==> config.mk <==
export PLATFORM = sky130hd
export DESIGN_NAME = rat_int_sequencer_flat
export DESIGN_NICKNAME = d
export VERILOG_FILES = /design/src/rtl/rat_int_sequencer_pkg.sv /design/src/rtl/rat_int_sequencer_if.sv /design/src/rtl/rat_int_sequencer_prio.sv /design/src/rtl/rat_int_sequencer.sv /design/src/flat_wrapper.sv
export SDC_FILE = /design/constraint.sdc
export NUM_CORES = 1
export LEC_CHECK = 0
export CAP_MARGIN = 20
export CORE_ASPECT_RATIO = 1.1
export CORE_MARGIN = 5
export CORE_UTILIZATION = 43
export CTS_BUF_LIST = sky130_fd_sc_hd__clkbuf_4 sky130_fd_sc_hd__clkbuf_8 sky130_fd_sc_hd__clkbuf_16
export CTS_CLUSTER_SIZE = 16
export DETAILED_ROUTE_END_ITERATION = 8
export PLACE_DENSITY = 0.94
export SLEW_MARGIN = 20
export SYNTH_ARGS = -nofsm -noshare
export SYNTH_HDL_FRONTEND = slang
export SYNTH_HIERARCHICAL = 1
export SYNTH_SLANG_ARGS = --single-unit
==> constraint.sdc <==
create_clock -name CLK -period 3.7 [get_ports CLK]
set_clock_uncertainty 0.05 [all_clocks]
set_input_delay 0.555 -clock CLK [delete_from_list [all_inputs] [get_ports CLK]]
set_output_delay 0.555 -clock CLK [all_outputs]
set_load 0.03 [all_outputs]
==> src/rtl/rat_int_sequencer_pkg.sv <==
// Shared types and constants for the RAT fetch/execute/interrupt sequencer.
// Holds the state encoding, default parameter values and the vector helper.
// No logic; imported by the sequencer, its interrupt front end and interface.
package rat_seq_pkg;

    typedef enum logic [2:0] {
        ST_INIT  = 3'd0,
        ST_FETCH = 3'd1,
        ST_EXEC  = 3'd2,
        ST_EXEC2 = 3'd3,
        ST_INTR  = 3'd4
    } state_t;

    localparam int         DEF_NUM_IRQ  = 4;
    localparam int         DEF_VEC_W    = 10;
    localparam logic [9:0] DEF_VEC_BASE = 10'h3FF;

    // Index width for NUM_IRQ sources; a single source still gets one bit.
    function automatic int id_width(input int n);
        return (n > 1) ? $clog2(n) : 1;
    endfunction

    // Entry vector of source k. The caller truncates to VEC_W, which makes
    // the subtraction wrap modulo 2^VEC_W.
    function automatic logic [31:0] vec_of(input logic [31:0] base, input logic [31:0] k);
        return base - k;
    endfunction

endpackage

==> src/rtl/rat_int_sequencer_if.sv <==
// Control-path bundle between the RAT control unit and the sequencer.
// Pure wiring, zero latency; no backpressure (strobes are single-cycle pulses).
// master = decode/control unit side, slave = sequencer side.
interface rat_int_sequencer_if #(
    parameter int NUM_IRQ = rat_seq_pkg::DEF_NUM_IRQ,
    parameter int VEC_W   = rat_seq_pkg::DEF_VEC_W
);
    localparam int ID_W = rat_seq_pkg::id_width(NUM_IRQ);

    // Inputs to the sequencer
    logic [NUM_IRQ-1:0] IRQ;
    logic               IRQ_MASK_WR;
    logic [NUM_IRQ-1:0] IRQ_MASK_DATA;
    logic               MULTI;
    logic               I_SET;
    logic               I_CLR;
    logic               RETI;

    // Outputs from the sequencer
    logic [2:0]         STATE;
    logic               RST;
    logic               PC_INC;
    logic               INT_ACK;
    logic [ID_W-1:0]    INT_ID;
    logic [VEC_W-1:0]   INT_VEC;
    logic               I_FLAG;
    logic [NUM_IRQ-1:0] IRQ_PEND;

    modport master (
        output IRQ, IRQ_MASK_WR, IRQ_MASK_DATA, MULTI, I_SET, I_CLR, RETI,
        input  STATE, RST, PC_INC, INT_ACK, INT_ID, INT_VEC, I_FLAG, IRQ_PEND
    );

    modport slave (
        input  IRQ, IRQ_MASK_WR, IRQ_MASK_DATA, MULTI, I_SET, I_CLR, RETI,
        output STATE, RST, PC_INC, INT_ACK, INT_ID, INT_VEC, I_FLAG, IRQ_PEND
    );

endinterface

==> src/rtl/rat_int_sequencer_prio.sv <==
// rat_irq_prio: IRQ edge detect, pending/mask registers, priority pick.
// Latency: IRQ rising edge -> pending 1 cycle; pick is combinational from regs.
// No backpressure: pending bits hold until acknowledged, masked bits wait.
// Ports: clk/rst_n; irq raw lines; mask_wr/mask_dat mask load; ack_vld/ack_idx
// clear the serviced source; pend, any_vld, win_idx out.
// Optional RAT_INT_NEST_EN adds an in-service register and the reti_vld port.
module rat_irq_prio
    import rat_seq_pkg::*;
#(
    parameter int NUM_IRQ = DEF_NUM_IRQ,
    parameter int ID_W    = id_width(NUM_IRQ)
) (
    input  logic               clk,
    input  logic               rst_n,
    input  logic [NUM_IRQ-1:0] irq,
    input  logic               mask_wr,
    input  logic [NUM_IRQ-1:0] mask_dat,
    input  logic               ack_vld,
    input  logic [ID_W-1:0]    ack_idx,
`ifdef RAT_INT_NEST_EN
    input  logic               reti_vld,
`endif
    output logic [NUM_IRQ-1:0] pend,
    output logic               any_vld,
    output logic [ID_W-1:0]    win_idx
);

    logic [NUM_IRQ-1:0] irq_prev_q, irq_prev_d;
    logic [NUM_IRQ-1:0] pend_q, pend_d;
    logic [NUM_IRQ-1:0] mask_q, mask_d;
    logic [NUM_IRQ-1:0] ack_onehot;
    logic [NUM_IRQ-1:0] elig;

`ifdef RAT_INT_NEST_EN
    logic [NUM_IRQ-1:0] isr_q, isr_d;
    logic [NUM_IRQ-1:0] isr_low;
    logic [NUM_IRQ-1:0] below_isr;
`endif

    always_comb begin
        ack_onehot = ack_vld ? (NUM_IRQ'(1) << ack_idx) : '0;
        irq_prev_d = irq;
        // A new edge on the same bit being acknowledged must not be lost.
        pend_d     = (pend_q & ~ack_onehot) | (irq & ~irq_prev_q);
        mask_d     = mask_wr ? mask_dat : mask_q;
    end

`ifdef RAT_INT_NEST_EN
    always_comb begin
        // Lowest set in-service bit, and the sources strictly more urgent.
        isr_low   = isr_q & (~isr_q + NUM_IRQ'(1));
        below_isr = (isr_q == '0) ? '1 : (isr_low - NUM_IRQ'(1));
        isr_d     = isr_q;
        if (reti_vld) isr_d = isr_d & ~isr_low;
        isr_d     = isr_d | ack_onehot;
        elig      = pend_q & mask_q & below_isr;
    end
`else
    always_comb begin
        elig = pend_q & mask_q;
    end
`endif

    // Lowest index wins: scan downward so the last hit is the lowest.
    always_comb begin
        win_idx = '0;
        for (int i = NUM_IRQ - 1; i >= 0; i--) begin
            if (elig[i]) win_idx = ID_W'(i);
        end
        any_vld = |elig;
    end

    always_ff @(posedge clk or negedge rst_n) begin
        if (!rst_n) begin
            irq_prev_q <= '0;
            pend_q     <= '0;
            mask_q     <= '1;
        end else begin
            irq_prev_q <= irq_prev_d;
            pend_q     <= pend_d;
            mask_q     <= mask_d;
        end
    end

`ifdef RAT_INT_NEST_EN
    always_ff @(posedge clk or negedge rst_n) begin
        if (!rst_n) isr_q <= '0;
        else        isr_q <= isr_d;
    end
`endif

    assign pend = pend_q;

endmodule

==> src/rtl/rat_int_sequencer.sv <==
// RAT fetch/execute/interrupt sequencer with vectored, prioritised entry.
// Latency: 2 cycles per instruction, 3 with MULTI, +1 for interrupt entry.
// No backpressure: all strobes are Moore outputs of the registered state.
// Ports: CLK, RESET_N (async active-low); bus (slave) carries IRQ, mask
// write, decode controls MULTI/I_SET/I_CLR/RETI in, and STATE, RST, PC_INC,
// INT_ACK, INT_ID, INT_VEC, I_FLAG, IRQ_PEND out.
// Build option RAT_INT_NEST_EN: nested interrupts via an in-service register.
module rat_int_sequencer
    import rat_seq_pkg::*;
#(
    parameter int               NUM_IRQ  = DEF_NUM_IRQ,
    parameter int               VEC_W    = DEF_VEC_W,
    parameter logic [VEC_W-1:0] VEC_BASE = VEC_W'(DEF_VEC_BASE)
) (
    input  logic                CLK,
    input  logic                RESET_N,
    rat_int_sequencer_if.slave  bus
);

    localparam int ID_W = id_width(NUM_IRQ);

    state_t          state_q, state_d;
    logic            i_flag_q, i_flag_d;
    logic [ID_W-1:0] int_id_q, int_id_d;

    logic            honour;
    logic            eoi;
    logic            take;
    logic            any_vld;
    logic [ID_W-1:0] win_idx;
    logic            int_ack;

    rat_irq_prio #(
        .NUM_IRQ (NUM_IRQ),
        .ID_W    (ID_W)
    ) u_prio (
        .clk      (CLK),
        .rst_n    (RESET_N),
        .irq      (bus.IRQ),
        .mask_wr  (bus.IRQ_MASK_WR),
        .mask_dat (bus.IRQ_MASK_DATA),
        .ack_vld  (int_ack),
        .ack_idx  (int_id_q),
`ifdef RAT_INT_NEST_EN
        .reti_vld (honour & bus.RETI),
`endif
        .pend     (bus.IRQ_PEND),
        .any_vld  (any_vld),
        .win_idx  (win_idx)
    );

    // State register
    always_ff @(posedge CLK or negedge RESET_N) begin
        if (!RESET_N) begin
            state_q  <= ST_INIT;
            i_flag_q <= 1'b0;
            int_id_q <= '0;
        end else begin
            state_q  <= state_d;
            i_flag_q <= i_flag_d;
            int_id_q <= int_id_d;
        end
    end

    // Next-state logic
    always_comb begin
        honour = (state_q == ST_EXEC) || (state_q == ST_EXEC2);
        eoi    = ((state_q == ST_EXEC) && !bus.MULTI) || (state_q == ST_EXEC2);
        // Registered I_FLAG: an I_SET only opens the window after the next
        // instruction, while an I_CLR in the last cycle closes it at once.
        take   = eoi && i_flag_q && !bus.I_CLR && any_vld;

        state_d = state_q;
        unique case (state_q)
            ST_INIT:  state_d = ST_FETCH;
            ST_FETCH: state_d = ST_EXEC;
            ST_EXEC:  state_d = bus.MULTI ? ST_EXEC2 : (take ? ST_INTR : ST_FETCH);
            ST_EXEC2: state_d = take ? ST_INTR : ST_FETCH;
            ST_INTR:  state_d = ST_FETCH;
            default:  state_d = ST_INIT;
        endcase

        int_id_d = take ? win_idx : int_id_q;

        i_flag_d = i_flag_q;
        if (honour && (bus.I_SET || bus.RETI)) i_flag_d = 1'b1;
        if (honour && bus.I_CLR)               i_flag_d = 1'b0;
`ifndef RAT_INT_NEST_EN
        if (state_q == ST_INTR)                i_flag_d = 1'b0;
`endif
    end

    // Output logic
    always_comb begin
        int_ack     = (state_q == ST_INTR);
        bus.STATE   = state_q;
        bus.RST     = (state_q == ST_INIT);
        bus.PC_INC  = (state_q == ST_FETCH);
        bus.INT_ACK = int_ack;
        bus.INT_ID  = int_id_q;
        bus.INT_VEC = VEC_W'(vec_of(32'(VEC_BASE), 32'(int_id_q)));
        bus.I_FLAG  = i_flag_q;
    end

endmodule

==> src/flat_wrapper.sv <==
// flat-port wrapper written by rule: the top's interface ports become plain ports
module rat_int_sequencer_flat import rat_seq_pkg::*;
#(
    parameter int               NUM_IRQ  = DEF_NUM_IRQ,
    parameter int               VEC_W    = DEF_VEC_W,
    parameter logic [VEC_W-1:0] VEC_BASE = VEC_W'(DEF_VEC_BASE)
)
  (CLK, RESET_N, bus_IRQ, bus_IRQ_MASK_WR, bus_IRQ_MASK_DATA, bus_MULTI, bus_I_SET, bus_I_CLR, bus_RETI, bus_STATE, bus_RST, bus_PC_INC, bus_INT_ACK, bus_INT_ID, bus_INT_VEC, bus_I_FLAG, bus_IRQ_PEND);
  rat_int_sequencer_if #(.NUM_IRQ(NUM_IRQ), .VEC_W(VEC_W)) bus_i ();
  input  logic CLK;
  input  logic RESET_N;
  input wire logic [$bits(bus_i.IRQ)-1:0] bus_IRQ;
  input wire logic [$bits(bus_i.IRQ_MASK_WR)-1:0] bus_IRQ_MASK_WR;
  input wire logic [$bits(bus_i.IRQ_MASK_DATA)-1:0] bus_IRQ_MASK_DATA;
  input wire logic [$bits(bus_i.MULTI)-1:0] bus_MULTI;
  input wire logic [$bits(bus_i.I_SET)-1:0] bus_I_SET;
  input wire logic [$bits(bus_i.I_CLR)-1:0] bus_I_CLR;
  input wire logic [$bits(bus_i.RETI)-1:0] bus_RETI;
  output wire logic [$bits(bus_i.STATE)-1:0] bus_STATE;
  output wire logic [$bits(bus_i.RST)-1:0] bus_RST;
  output wire logic [$bits(bus_i.PC_INC)-1:0] bus_PC_INC;
  output wire logic [$bits(bus_i.INT_ACK)-1:0] bus_INT_ACK;
  output wire logic [$bits(bus_i.INT_ID)-1:0] bus_INT_ID;
  output wire logic [$bits(bus_i.INT_VEC)-1:0] bus_INT_VEC;
  output wire logic [$bits(bus_i.I_FLAG)-1:0] bus_I_FLAG;
  output wire logic [$bits(bus_i.IRQ_PEND)-1:0] bus_IRQ_PEND;
  assign bus_i.IRQ = bus_IRQ;
  assign bus_i.IRQ_MASK_WR = bus_IRQ_MASK_WR;
  assign bus_i.IRQ_MASK_DATA = bus_IRQ_MASK_DATA;
  assign bus_i.MULTI = bus_MULTI;
  assign bus_i.I_SET = bus_I_SET;
  assign bus_i.I_CLR = bus_I_CLR;
  assign bus_i.RETI = bus_RETI;
  assign bus_STATE = bus_i.STATE;
  assign bus_RST = bus_i.RST;
  assign bus_PC_INC = bus_i.PC_INC;
  assign bus_INT_ACK = bus_i.INT_ACK;
  assign bus_INT_ID = bus_i.INT_ID;
  assign bus_INT_VEC = bus_i.INT_VEC;
  assign bus_I_FLAG = bus_i.I_FLAG;
  assign bus_IRQ_PEND = bus_i.IRQ_PEND;
  rat_int_sequencer #(.NUM_IRQ(NUM_IRQ), .VEC_W(VEC_W), .VEC_BASE(VEC_BASE)) u_core (.CLK(CLK), .RESET_N(RESET_N), .bus(bus_i));
endmodule
## After elaboration in Yosys (flattened, before gate mapping)

Cells that the tools add are included.

| storage, ports and cells | value |
|---|---|
| bits in latches | 0 |
| memory bits (writable) | 0 |
| memory bits (read-only) | 0 |
| flip-flop bits (word level) | 18 |
| logic and storage cells | 44 |
| output and inout bits | 23 |
| memories kept | 0 |
| bits of input ports | 15 |

| operators by class | value |
|---|---|
| reduce and logical (&&, ||, !) cells | 15 |
| shift-type cells | 1 |
| div/mod/pow operators | 0 |
| $lt $le $gt $ge | 0 |
| multiplexer cells | 11 |
| eq/ne operators | 4 |
| bitwise operators | 6 |
| add/sub/neg operators | 1 |
| multipliers | 0 |

Operators with widths:

| cell | count |
|---|---|
| 4-bit bitwise AND | 3 |
| 3-bit case mux with 4 select lines | 1 |
| 10-bit by 2-bit subtractor with 10-bit output, first input constant | 1 |
| 2-bit 2-to-1 mux | 4 |
| 4-bit inverter | 2 |
| 3-bit by 2-bit equality test with 1-bit output, second input constant | 2 |
| 1-bit logical AND | 6 |
| 3-bit 2-to-1 mux | 2 |
| 4-bit 2-to-1 mux | 1 |
| 4-bit bitwise OR | 1 |
| 4-bit OR reduction | 1 |
| 1-bit by 2-bit << shifter with 4-bit output, first input constant | 1 |
| 3-bit by 1-bit equality test with 1-bit output, second input constant | 1 |
| 3-bit equality test, second input constant | 1 |
| 3-bit zero test | 1 |
| 1-bit logical OR | 3 |
| 1-bit 2-to-1 mux | 3 |
| 3-bit nonzero test | 1 |
| 1-bit zero test | 2 |
| 2-bit OR reduction | 1 |

## Longest topological paths before layout

| logic depth | value |
|---|---|
| depth in word-level cells | 9 |
| gate-level depth with buffers | 5 |
| mapped depth without buffers | 5 |

## Modules after synthesis

The synthesis kept the hierarchy.

Modules (own cells, without submodules):

| module | cells each | instances | sequential area each (sq um) | area each (sq um) |
|---|---|---|---|---|
| rat_irq_prio | 38 | 1 | 305.3 | 466.7 |
| rat_int_sequencer | 34 | 1 | 150.1 | 357.8 |

## Worst setup path before layout

No wires, ideal clock.

| timing path | value |
|---|---|
| path kind | reg2out |
| from | register u_core.state_q[2], in the netlist u_core/bus.STATE[2] |
| to | output bus_INT_ACK |
| stages on the path, launching flop included | 2 |
| data required time | 3.095 ns |
| setup slack | 1.599 ns |
| buffers on the path | 0 |
| arrival | 1.496 ns |
| path through | dfrtp_1 > nor3b_1 |

| on the way | value |
|---|---|
| word-level cells in the longest chain between the ends | 1 |

RTL lines:

| item | line | RTL |
|---|---|---|
| from (decl) | rat_int_sequencer.sv:22 | `state_t state_q, state_d;` |
| from (signal assigned) | rat_int_sequencer.sv:59 | `state_q <= state_d;` |
| 3-bit equality test | rat_int_sequencer.sv:95 | `int_ack = (state_q == ST_INTR);` |
| to (decl) | flat_wrapper.sv:22 | `output wire logic [$bits(bus_i.INT_ACK)-1:0] bus_INT_ACK;` |

No other way between the ends.

## Final worst setup path

| timing path | value |
|---|---|
| from | register u_core.state_q[1], in the netlist u_core/bus.STATE[1] |
| to | output bus_INT_ACK |

Same word-level chain as after synthesis.

==> metrics.md <==
| Metric | Value |
|---|---|
| Share of the core filled with cells | 62.9% |
| Initial antenna violation count | 0 |
| Unrepaired setup endpoints after global routing | no |
| Post-DRT Antenna Nets | 0 |
| Worst setup path end | bus_INT_ACK |
| Cts hold-fix bufs | 0 |
| Core region area | 1800 um^2 |
| Routability-driven placement congestion ratio | approximately 0.74 |
| Aggregate global routing overflow | 0 |
| Die Area | 2890 um^2 |
| Port Buffers | 29 |
| # setup viols final | 0 |
| Total Routed Length | about 1700 um |
| Overall Global Routing Usage | 12.9% |
| Max-cap violation count | 0 |
| Total routed wire length on the met1 layer | 632 um |
| Count of state elements after synthesis | 18 |
| Maximum achievable frequency | 387 MHz |
| Hold Crit Depth | 1 |
| Met2 wire length | 892 um |
| YS warnings | 6 |
| Number of clock sinks seen by CTS | 18 |
| Avg Synthesized Cell Area | 11.5 um^2 |
| Gate count after technology mapping | a little over 70 |
| Startpoint of the most critical register-to-register path | u_core/u_prio/mask_q[2] |
| Total via count in the routed design | between 600 and 700 |
| Number of top-level pins | 38 |
| Worst-path fanout max | 7 |
| Slowest stage cell on the critical path | sky130_fd_sc_hd__clkdlybuf4s50_1 |
| Count of final hold-check violations | 0 |
| Cell leakage power | 0.000487 uW |
| Data arrival time of the critical path | ~2 ns |
| Highest metal layer with signal wires | met4 |
| TritonCTS Buffers | 3 |
| Via count of the first global-routing pass | 676 |
| Detail-routed net length per standard cell | 13.9 um |
| Depth of the most critical reg-to-reg path | 5 |
| Number of iterations in the first detailed-routing pass | 4 |
| Vias/cell | 5.11 |
| Ratio of cells with drive above 1 in the final layout | 17.3% |
| Met3 wirelength from detailed routing | 128 um |
| Syn-to-layout area delta | 37.5% |
| Vertical extent of the die | around 56 um |
| Layout fillers | 158 |
| Fin crit share | between 60% and 70% |
| Total Negative Setup Slacks | 0 ns |
| Critical path type | reg2out |
| Clk Latency, worst-skew pair | 0.30 ns |
| Number of distinct standard cells referenced by the synthesized netlist | 24 |
| Total of cells resized after clock tree synthesis | 0 |
| Startpoint of the worst setup timing path | u_core/bus.STATE[1] |
| Largest net degree at the start of global routing | 19 |
| Type of origin of the critical path | flop |
| Register clock-pin slew on the reported worst setup and hold paths | 0.10 ns |
| Required @ worst endpoint | 3.09 ns |
| Post-synth design cell area | 825 um^2 |
| Classification of the worst-slack hold path | reg2reg |
| Tightest Pin Transition | 0.756 ns |
| Clock buffer depth | 2 |
| TritonCTS clock tree | yes |
| Starting Density | 45.8% |
| Die X-Extent | 51.8 um |
| Status | finished clean |
| DRC errors left | 0 |
| Power density over the cells | 670 nW/um^2 |
| Critical Path Max Stage Delay | 0.77 ns |
| Count of routing violations after the opening detailed-route iteration | 3 |
| Fin worst setup slack | 1.11 ns |
| Post CTS Setup Buffer Count | 0 |
| Clk Tree Root Cell | sky130_fd_sc_hd__clkbuf_4 |
| Worst slack at placement | about 1.4 ns |
| HPWL after DPL | 1410 um |
| Peak ir drop on the vdd network | 332 uV |
| FF-to-FF End | u_core/bus.INT_ID[0] |
| Final max-slew violation count | 0 |
| Placed Cells incl. Taps | approximately 120 |
| Number of antenna repair diodes | 0 |
| Maximum level of the CTS H-tree | 1 |
| Kind of capture point of the worst setup path | output port |
| Non-filler cells, final | 122 |
| Total Nets Final | 120 |
| Seq/Total Area, Yosys | approximately 55% |
| Total number of placement rows | 16 |
| Slew headroom | 49.4% |
| Global-route wire length before repair | 2820 um |
| Series of cell instances along the critical path | nor3b_1 > clkdlybuf4s50_1 |
| Final worst path period need | ~2.6 ns |
| Reg2Reg Setup Slack | 2.01 ns |
==> critical path, delay by kind of cell, from the launching register on <==
family                 cells  cell delay, ns
and+or+nand+nor            1            0.46
DFF                        1            0.45
buffers and inverters      1            0.77
==> layer usage <==
| metal | up-vias | GRT usage [%] |
|---|---|---|
| met4 | 0 | 6.74 |
| met3 | 5 | 3.22 |
| li1 | 298 | - |
| met2 | 26 | 23.8 |
| met1 | 294 | 12.8 |
| met5 | - | 0 |
==> cells by family (layout without fill, tap and decap cells) <==
group                  count (synthesis)  after routing  share of synthesized area (%)
AOI/OAI and AO/OA                     16             16                           12.3
and+or+nand+nor                       14             14                           11.7
other                                  1              8                          0.455
buffers and inverters                 16             41                           10.9
muxes                                  7              7                           9.41
DFF                                   18             18                           55.2
==> sequential cells by signal (all words and copies together) (netlist names) <==
signal	count
u_core/u_prio/irq_prev_q	4
u_core/u_prio/pend	4
u_core/bus.STATE	3
u_core/bus.I_FLAG	1
u_core/bus.INT_ID	2
u_core/u_prio/mask_q	4
==> power by group <==
group          leakage, uW  switching [uW]  internal (uW)  total, uW
Clock            0.0000184            58.2           49.4        108
Combinational     0.000270             198            166        364
Sequential        0.000199            48.4            239        288
==> final cells by class <==
class                      count  area, um^2  share of cell area (%)
sequential                    18         455                    40.2
multi-input combinational     45         305                    26.9
timing repair buffer          29         290                    25.6
clock buffer                   4        30.0                    2.65
inverter                       8        30.0                    2.65
tap                           18        22.5                    1.99
==> placed cells by master, fill, tap and decap left out <==
cell,instances
sky130_fd_sc_hd__clkdlybuf4s50_1,29
sky130_fd_sc_hd__dfrtp_1,14
sky130_fd_sc_hd__o21ai_0,9
sky130_fd_sc_hd__inv_1,8
sky130_fd_sc_hd__conb_1,8
sky130_fd_sc_hd__mux2_2,6
sky130_fd_sc_hd__clkbuf_4,4
sky130_fd_sc_hd__dfstp_2,4
sky130_fd_sc_hd__nand2_1,3
sky130_fd_sc_hd__nor3b_1,2
sky130_fd_sc_hd__nand2b_1,2
sky130_fd_sc_hd__a21oi_1,2
sky130_fd_sc_hd__nor3_1,1
sky130_fd_sc_hd__nand3b_1,1
sky130_fd_sc_hd__and2b_1,1
sky130_fd_sc_hd__and2b_2,1
sky130_fd_sc_hd__nor3b_4,1
sky130_fd_sc_hd__mux2i_1,1
sky130_fd_sc_hd__nor2_1,1
sky130_fd_sc_hd__a21o_2,1
sky130_fd_sc_hd__a221oi_1,1
sky130_fd_sc_hd__a32oi_1,1
sky130_fd_sc_hd__a22oi_2,1
sky130_fd_sc_hd__a22oi_1,1
sky130_fd_sc_hd__nor2b_1,1
==> cell usage after synthesis (all sizes together) <==
library cell	number	area share (%)
dfrtp	14	42
o21ai	9	5.5
buf	8	7.3
inv	8	3.6
mux2	6	8.2
dfstp	4	13
nand2	3	1.4
nor3b	3	4.1
a21oi	2	1.2
a22oi	2	2.4
and2b	2	2.0
nand2b	2	1.5
a21o	1	1.1
a221oi	1	1.1
a32oi	1	1.1
conb	1	0.45
mux2i	1	1.2
nand3b	1	0.91
nor2	1	0.45
nor2b	1	0.76
nor3	1	0.61
==> metrics by stage <==
step | cell area (um^2) | total power [uW] | hold WS [ns]
finish | 1130 | 759 | 0.375
global placement | 1100 | 649 | 0.352
CTS | 1130 | 767 | 0.376
global route | 1130 | 801 | 0.385
floorplan | 851 | 509 | 0.209
detailed placement | 1100 | 660 | 0.363
==> worst min-delay path by stage <==
stage	start	to	slack, ns
2_1_floorplan	RESET_N	u_core/bus.INT_ID[0]	0.21
3_3_place_gp	u_core/u_prio/irq_prev_q[3]	u_core/u_prio/pend[3]	0.35
3_5_place_dp	u_core/u_prio/irq_prev_q[3]	u_core/u_prio/pend[3]	0.36
4_1_cts	u_core/u_prio/irq_prev_q[3]	u_core/u_prio/pend[3]	0.38
5_1_grt	u_core/u_prio/irq_prev_q[1]	u_core/u_prio/pend[1]	0.39
6_report	u_core/u_prio/irq_prev_q[3]	u_core/u_prio/pend[3]	0.38
Power figures use the tool's default switching activity.
